$ cat src/rtl/matmul_pkg.sv
// Shared types, default geometry and sizing helpers for the matmul operand-fetch sequencer.
package matmul_pkg;

  typedef enum logic [1:0] {
    IDLE,
    ISSUE,
    DRAIN,
    DONE
  } fetch_state_t;

  localparam int DEF_ROWS    = 64;
  localparam int DEF_K       = 64;
  localparam int DEF_LANES   = 64;
  localparam int DEF_ROM_LAT = 1;

  function automatic int chunk_count(input int k, input int lanes);
    return k / lanes;
  endfunction

  // Counter/bus width that stays at least one bit for degenerate sizes.
  function automatic int width_of(input int n);
    return (n > 1) ? $clog2(n) : 1;
  endfunction

endpackage

$ cat src/rtl/matmul_fetch_seq_if.sv
// Start/busy/done handshake plus ROM address and returned-chunk sideband of the fetch sequencer.
interface matmul_fetch_seq_if
  import matmul_pkg::*;
#(
  parameter int ROWS = DEF_ROWS,
  parameter int K    = DEF_K
);
  logic                          start;
  logic                          busy;
  logic                          done;
  logic                          issue;
  logic [width_of(ROWS*K)-1:0]   addr_a;
  logic [width_of(K)-1:0]        addr_b;
  logic                          data_valid;
  logic                          first;
  logic                          last;
  logic [width_of(ROWS)-1:0]     row_idx;
  logic [15:0]                   cycles;

  modport master (
    input  start,
    output busy, done, issue, addr_a, addr_b, data_valid, first, last, row_idx, cycles
  );

  modport slave (
    output start,
    input  busy, done, issue, addr_a, addr_b, data_valid, first, last, row_idx, cycles
  );

endinterface

$ cat src/rtl/matmul_fetch_seq_sideband_delay.sv
// DEPTH-stage shift register aligning the issue sideband with ROM read data.
module sideband_delay #(
  parameter int DEPTH = 1,
  parameter int WIDTH = 1
) (
  input  logic             clock,
  input  logic             reset,
  input  logic [WIDTH-1:0] din,
  output logic [WIDTH-1:0] dout
);

  logic [WIDTH-1:0] stage [DEPTH];

  // NOTE: every stage is reset, because a reset mid-run must not leak in-flight beats as data_valid.
  // NOTE: non-blocking assignments let all stages shift together on one edge.
  always_ff @(posedge clock) begin
    if (reset) begin
      for (int i = 0; i < DEPTH; i++) stage[i] <= '0;
    end else begin
      stage[0] <= din;
      for (int i = 1; i < DEPTH; i++) stage[i] <= stage[i-1];
    end
  end

  assign dout = stage[DEPTH-1];

endmodule

$ cat src/rtl/matmul_fetch_seq.sv
// Operand-fetch sequencer: walks A/B ROM chunk addresses, delays sideband by ROM_LAT.
// Optional run-cycle counter built only when FETCH_SEQ_PERF_EN is defined.
module matmul_fetch_seq
  import matmul_pkg::*;
#(
  parameter int ROWS    = DEF_ROWS,
  parameter int K       = DEF_K,
  parameter int LANES   = DEF_LANES,
  parameter int ROM_LAT = DEF_ROM_LAT
) (
  input logic                clock,
  input logic                reset,
  matmul_fetch_seq_if.master bus
);

  localparam int CHUNKS = chunk_count(K, LANES);
  localparam int RW     = width_of(ROWS);
  localparam int CW     = width_of(CHUNKS);
  localparam int AW     = width_of(ROWS * K);
  localparam int BW     = width_of(K);
  localparam int SBW    = RW + 3;

  if (K % LANES != 0) begin : g_bad_lanes
    $error("matmul_fetch_seq: K must be a multiple of LANES");
  end
  if (ROM_LAT < 1 || ROM_LAT > 4) begin : g_bad_lat
    $error("matmul_fetch_seq: ROM_LAT must be within 1..4");
  end

  fetch_state_t   state, state_nx;
  logic [RW-1:0]  row_q;
  logic [CW-1:0]  chunk_q;
  logic [2:0]     drain_q;
  logic           issue, busy, start_ok, last_chunk, last_row;
  logic [SBW-1:0] sb_in, sb_out;

  // NOTE: every output of this block is given a default first so no latch can be inferred.
  always_comb begin
    issue      = (state == ISSUE);
    busy       = (state == ISSUE) || (state == DRAIN);
    start_ok   = bus.start && ((state == IDLE) || (state == DONE));
    last_chunk = (chunk_q == CW'(CHUNKS - 1));
    last_row   = (row_q == RW'(ROWS - 1));
    state_nx   = state;
    unique case (state)
      IDLE:    if (bus.start) state_nx = ISSUE;
      ISSUE:   if (last_chunk && last_row) state_nx = DRAIN;
      DRAIN:   if (drain_q == 3'd1) state_nx = DONE;
      DONE:    state_nx = bus.start ? ISSUE : IDLE;
      default: state_nx = IDLE;
    endcase
  end

  always_ff @(posedge clock) begin
    if (reset) state <= IDLE;
    else       state <= state_nx;
  end

  // Row wraps to 0 after the final chunk so the sequencer idles at the base address.
  always_ff @(posedge clock) begin
    if (reset) begin
      row_q   <= '0;
      chunk_q <= '0;
      drain_q <= '0;
    end else if (start_ok) begin
      row_q   <= '0;
      chunk_q <= '0;
    end else if (issue) begin
      if (last_chunk) begin
        chunk_q <= '0;
        row_q   <= last_row ? '0 : row_q + 1'b1;
      end else begin
        chunk_q <= chunk_q + 1'b1;
      end
      if (last_chunk && last_row) drain_q <= 3'(ROM_LAT);
    end else if (state == DRAIN) begin
      drain_q <= drain_q - 3'd1;
    end
  end

  assign bus.issue  = issue;
  assign bus.busy   = busy;
  assign bus.done   = (state == DONE);
  assign bus.addr_a = issue ? AW'(32'(row_q) * 32'(K) + 32'(chunk_q) * 32'(LANES)) : '0;
  assign bus.addr_b = issue ? BW'(32'(chunk_q) * 32'(LANES)) : '0;

  // Flags are gated by issue so idle cycles carry an all-zero bundle down the pipe.
  assign sb_in = {issue,
                  issue && (chunk_q == '0),
                  issue && last_chunk,
                  issue ? row_q : '0};

  sideband_delay #(
    .DEPTH(ROM_LAT),
    .WIDTH(SBW)
  ) u_sideband (
    .clock(clock),
    .reset(reset),
    .din  (sb_in),
    .dout (sb_out)
  );

  assign bus.data_valid = sb_out[SBW-1];
  assign bus.first      = sb_out[SBW-2];
  assign bus.last       = sb_out[SBW-3];
  assign bus.row_idx    = sb_out[RW-1:0];

`ifdef FETCH_SEQ_PERF_EN
  logic [15:0] cycles_q;

  always_ff @(posedge clock) begin
    if (reset)                               cycles_q <= '0;
    else if (start_ok)                       cycles_q <= '0;
    else if (busy && cycles_q != 16'hFFFF)   cycles_q <= cycles_q + 16'd1;
  end

  assign bus.cycles = cycles_q;
`else
  assign bus.cycles = '0;
`endif

endmodule

$ cat src/flat_wrapper.sv
// flat-port wrapper written by rule: the top's interface ports become plain ports
module matmul_fetch_seq_flat import matmul_pkg::*;
#(
  parameter int ROWS    = DEF_ROWS,
  parameter int K       = DEF_K,
  parameter int LANES   = DEF_LANES,
  parameter int ROM_LAT = DEF_ROM_LAT
)
  (clock, reset, bus_start, bus_busy, bus_done, bus_issue, bus_addr_a, bus_addr_b, bus_data_valid, bus_first, bus_last, bus_row_idx, bus_cycles);
  matmul_fetch_seq_if #(.ROWS(ROWS), .K(K)) bus_i ();
  input logic clock;
  input logic reset;
  input wire logic [$bits(bus_i.start)-1:0] bus_start;
  output wire logic [$bits(bus_i.busy)-1:0] bus_busy;
  output wire logic [$bits(bus_i.done)-1:0] bus_done;
  output wire logic [$bits(bus_i.issue)-1:0] bus_issue;
  output wire logic [$bits(bus_i.addr_a)-1:0] bus_addr_a;
  output wire logic [$bits(bus_i.addr_b)-1:0] bus_addr_b;
  output wire logic [$bits(bus_i.data_valid)-1:0] bus_data_valid;
  output wire logic [$bits(bus_i.first)-1:0] bus_first;
  output wire logic [$bits(bus_i.last)-1:0] bus_last;
  output wire logic [$bits(bus_i.row_idx)-1:0] bus_row_idx;
  output wire logic [$bits(bus_i.cycles)-1:0] bus_cycles;
  assign bus_i.start = bus_start;
  assign bus_busy = bus_i.busy;
  assign bus_done = bus_i.done;
  assign bus_issue = bus_i.issue;
  assign bus_addr_a = bus_i.addr_a;
  assign bus_addr_b = bus_i.addr_b;
  assign bus_data_valid = bus_i.data_valid;
  assign bus_first = bus_i.first;
  assign bus_last = bus_i.last;
  assign bus_row_idx = bus_i.row_idx;
  assign bus_cycles = bus_i.cycles;
  matmul_fetch_seq #(.ROWS(ROWS), .K(K), .LANES(LANES), .ROM_LAT(ROM_LAT)) u_core (.clock(clock), .reset(reset), .bus(bus_i));
endmodule
$ cat config.mk
export PLATFORM = sky130hd
export DESIGN_NAME = matmul_fetch_seq_flat
export DESIGN_NICKNAME = d
export VERILOG_FILES = /design/src/rtl/matmul_pkg.sv /design/src/rtl/matmul_fetch_seq_if.sv /design/src/rtl/matmul_fetch_seq_sideband_delay.sv /design/src/rtl/matmul_fetch_seq.sv /design/src/flat_wrapper.sv
export SDC_FILE = /design/constraint.sdc
export NUM_CORES = 1
export LEC_CHECK = 0
export CORE_ASPECT_RATIO = 1.1
export CORE_MARGIN = 4
export CORE_UTILIZATION = 44
export DETAILED_ROUTE_END_ITERATION = 10
export PLACE_DENSITY = 0.84
export SYNTH_ARGS = -nofsm -noshare
export SYNTH_HDL_FRONTEND = slang
export SYNTH_SLANG_ARGS = --single-unit
$ cat constraint.sdc
create_clock -name clock -period 3.3 [get_ports clock]
set_input_delay 0.825 -clock clock [delete_from_list [all_inputs] [get_ports clock]]
set_output_delay 0.825 -clock clock [all_outputs]
set_load 0.02 [all_outputs]
==> results of run 1 <==
-- cell type report --
cell class	count	area (µm²)
Clock buffer	3	22.52
Fill cell	218	1081
Inverter	6	22.52
Multi-Input combinational cell	94	573.1
Sequential cell	18	360.3
Tap cell	30	37.54
Timing Repair Buffer	20	200.2
-- critical path, stage by stage, from the launching register on --
cell,delay [ns]
dfxtp_1,0.36
inv_1,0.09
ha_1,0.46
and2_1,0.23
clkdlybuf4s50_1,0.61
-- cells in the final DEF, fill, tap and decap left out --
master,synthesis,final
nor2b_1,2,2
nand2_2,1,1
o32ai_1,1,1
o211ai_1,1,1
a21o_2,1,1
dfxtp_1,18,18
mux2i_1,3,3
nand2b_1,5,5
inv_1,6,6
and3_4,1,1
o21ai_0,1,1
mux2_4,1,1
or2_2,1,1
a21oi_1,5,5
o31ai_1,1,1
conb_1,1,28
ha_1,7,7
nand2_1,3,3
clkbuf_4,0,3
xor2_1,2,2
nand4_1,1,1
nand3_1,5,5
clkdlybuf4s50_1,0,20
and2_2,3,3
and2_1,8,8
and2b_1,1,1
nor2_1,7,7
o21ai_2,1,1
nor3_1,1,1
or3_1,1,1
mux2_2,1,1
a21o_1,1,1
-- layer usage --
layer  GRT usage  share of wire
met3     0.02592           0.10
met5           0              0
met2      0.1740           0.46
met4      0.1042          0.039
met1      0.1242           0.40
-- logic make-up after synthesis --
kind of cell / Yosys count / share of synthesized area
simple gates: 40 / 0.2092
other cells: 1 / 0.003445
flops: 18 / 0.3310
compound gates: 12 / 0.07242
fa+ha+maj: 7 / 0.08046
xor+xnor: 2 / 0.01609
mux: 5 / 0.05172
buf+inv: 38 / 0.2356
-- metrics by stage --
| stage | util | worst slack (ns) | cell area (µm²) |
|---|---|---|---|
| final | 0.5294 | 0.4270 | 1216 |
| after global routing | 0.5294 | 0.2891 | 1216 |
| after CTS | 0.5294 | 0.4124 | 1216 |
| after detailed placement | 0.5196 | 0.7603 | 1194 |
| after global placement | 0.5196 | 0.8173 | 1194 |
| after floorplan | - | 1.248 | 1190 |
-- final timing paths --
kind	from	slack [ns]	depth (start not counted)	end
setup / recovery	u_core.state[1]$_SDFFE_PP0P_	0.43	4	bus_addr_a[8]
hold reg to reg	u_core.drain_q[0]$_SDFFE_PP0P_	0.49	2	u_core.drain_q[0]$_SDFFE_PP0P_
hold / removal	u_core.drain_q[0]$_SDFFE_PP0P_	0.49	2	u_core.drain_q[0]$_SDFFE_PP0P_
setup reg to reg	u_core.state[1]$_SDFFE_PP0P_	1.59	6	u_core.row_q[5]$_SDFFE_PP0P_
-- Yosys cell counts, types with 3 or more instances --
library cell  instances  area [µm²]
nor2_1                7       26.28
and2_1                8       50.05
inv_1                 6       22.52
mux2i_1               3       30.03
and2_2                3       22.52
buf_4                30       225.2
ha_1                  7       87.58
a21oi_1               5       25.02
nand3_1               5       25.02
nand2_1               3       11.26
nand2b_1              5       31.28
dfxtp_1              18       360.4
-- where the power goes --
part | internal (W) | switching (W) | total (W)
clock network | 0.0000426 | 0.0000650 | 0.000108
registers | 0.000249 | 0.0000253 | 0.000274
logic | 0.000161 | 0.000206 | 0.000366
total | 0.000452 | 0.000296 | 0.000748
-- sequential cells by signal, summed over array words and instances (netlist names) --
signal,flops
u_core.drain_q,3
u_core.row_q,6
u_core.state,2
u_core.u_sideband.stage,7
==> results.tsv, run 1 <==
metric	value	unit
Port Buf Inserts	20	
CTS resizes	0	
Yosys reg bits	18	
TritonRoute pass-1 iters	4	
worst skew pair latency	0.30	ns
ANT cells	0	
worst IR drop on VDD	0.4281	mV
Netlist Area Pre-Place	0.001089	mm²
first-pass GRT wire length	2746	µm
syn avg cell area	8.850	µm²
Placer Congestion	0.8150	
vias in the first global route	617	
PwrDens	615.1	mW/mm²
Worst Path Max Fanout	16	
worst hold path class	reg2reg	
DRT Wirelength	1784	µm
vias	750	
# hold bufs at CTS	0	
CTS Sinks	18	
Leak	0.5174	nW
ys async rst share	0	
root buf cell	clkbuf_4	
First DRT Iteration DRCs	5	
grt total ovfl	0	
Die ar.	0.003335	mm²
fin nets	153	
Synth cell types	33	
post-placement cell count	168	
WHS	0.4858	ns
Post-Syn Instances	123	
antenna violations before repair	0	
status	completed	
max-slew violations	0	
row count	18	
type of the worst setup path	reg2out	
drt drc	0	
RSZ-0062 raised after global routing	false	
Layout Cells excl Fill	171	
GRT Util Overall	0.1106	
WL/cell	10.43	µm
layout cells sized above 1	0.09220	
initial core utilization	0.4739	
register area share after synthesis	0.3310	
Clock transition at path regs	0.10	ns
Antenna Nets Post-Route	0	
Critical Path Source Type	register	
worst path required time	2.47	ns
setup TNS	0	ns
Post-synth EDFFs	0	
Setup-failing EPs final	0	
Area Growth Syn to Fin	11.72	%
critical path endpoint category	output pin	
synth warn	0	
H-tree lvl count	1	
CORE AREA	0.002297	mm²
largest net degree at the start of global routing	17	
Num CTS Buffers	3	
Pwr Total	0.0007480	W
final hold viol count	0	
Fmax	348.1	MHz
setup bufs post-CTS	0	
CTS tree	yes	
vias per cell	4.386	
io pins	49	
critical path arrival	2.05	ns
Max-Cap Viols	0	
final worst path period need	2.873	ns
HPWL Detailed	1428	µm
Die Y	60.17	µm
setup skew after layout	0.008815	ns
width of the die	55.43	µm
Final period util	0.8706	
Top FF cell, synth	dfxtp_1	
Max Root-Sink Buffers	2	
Power figures use the tool's default switching activity.
==> run 2, diff against run 1 <==
--- a/config.mk
+++ b/config.mk
@@ -8,8 +8,11 @@
 export CORE_ASPECT_RATIO = 1.1
 export CORE_MARGIN = 4
 export CORE_UTILIZATION = 44
+export CTS_CLUSTER_SIZE = 14
 export DETAILED_ROUTE_END_ITERATION = 10
 export PLACE_DENSITY = 0.84
+export SETUP_SLACK_MARGIN = 0.2
+export SKIP_CTS_REPAIR_TIMING = 1
 export SYNTH_ARGS = -nofsm -noshare
 export SYNTH_HDL_FRONTEND = slang
 export SYNTH_SLANG_ARGS = --single-unit
==> results of run 2 <==
The final DEF is identical to that of run 1; final timing and power are the same.
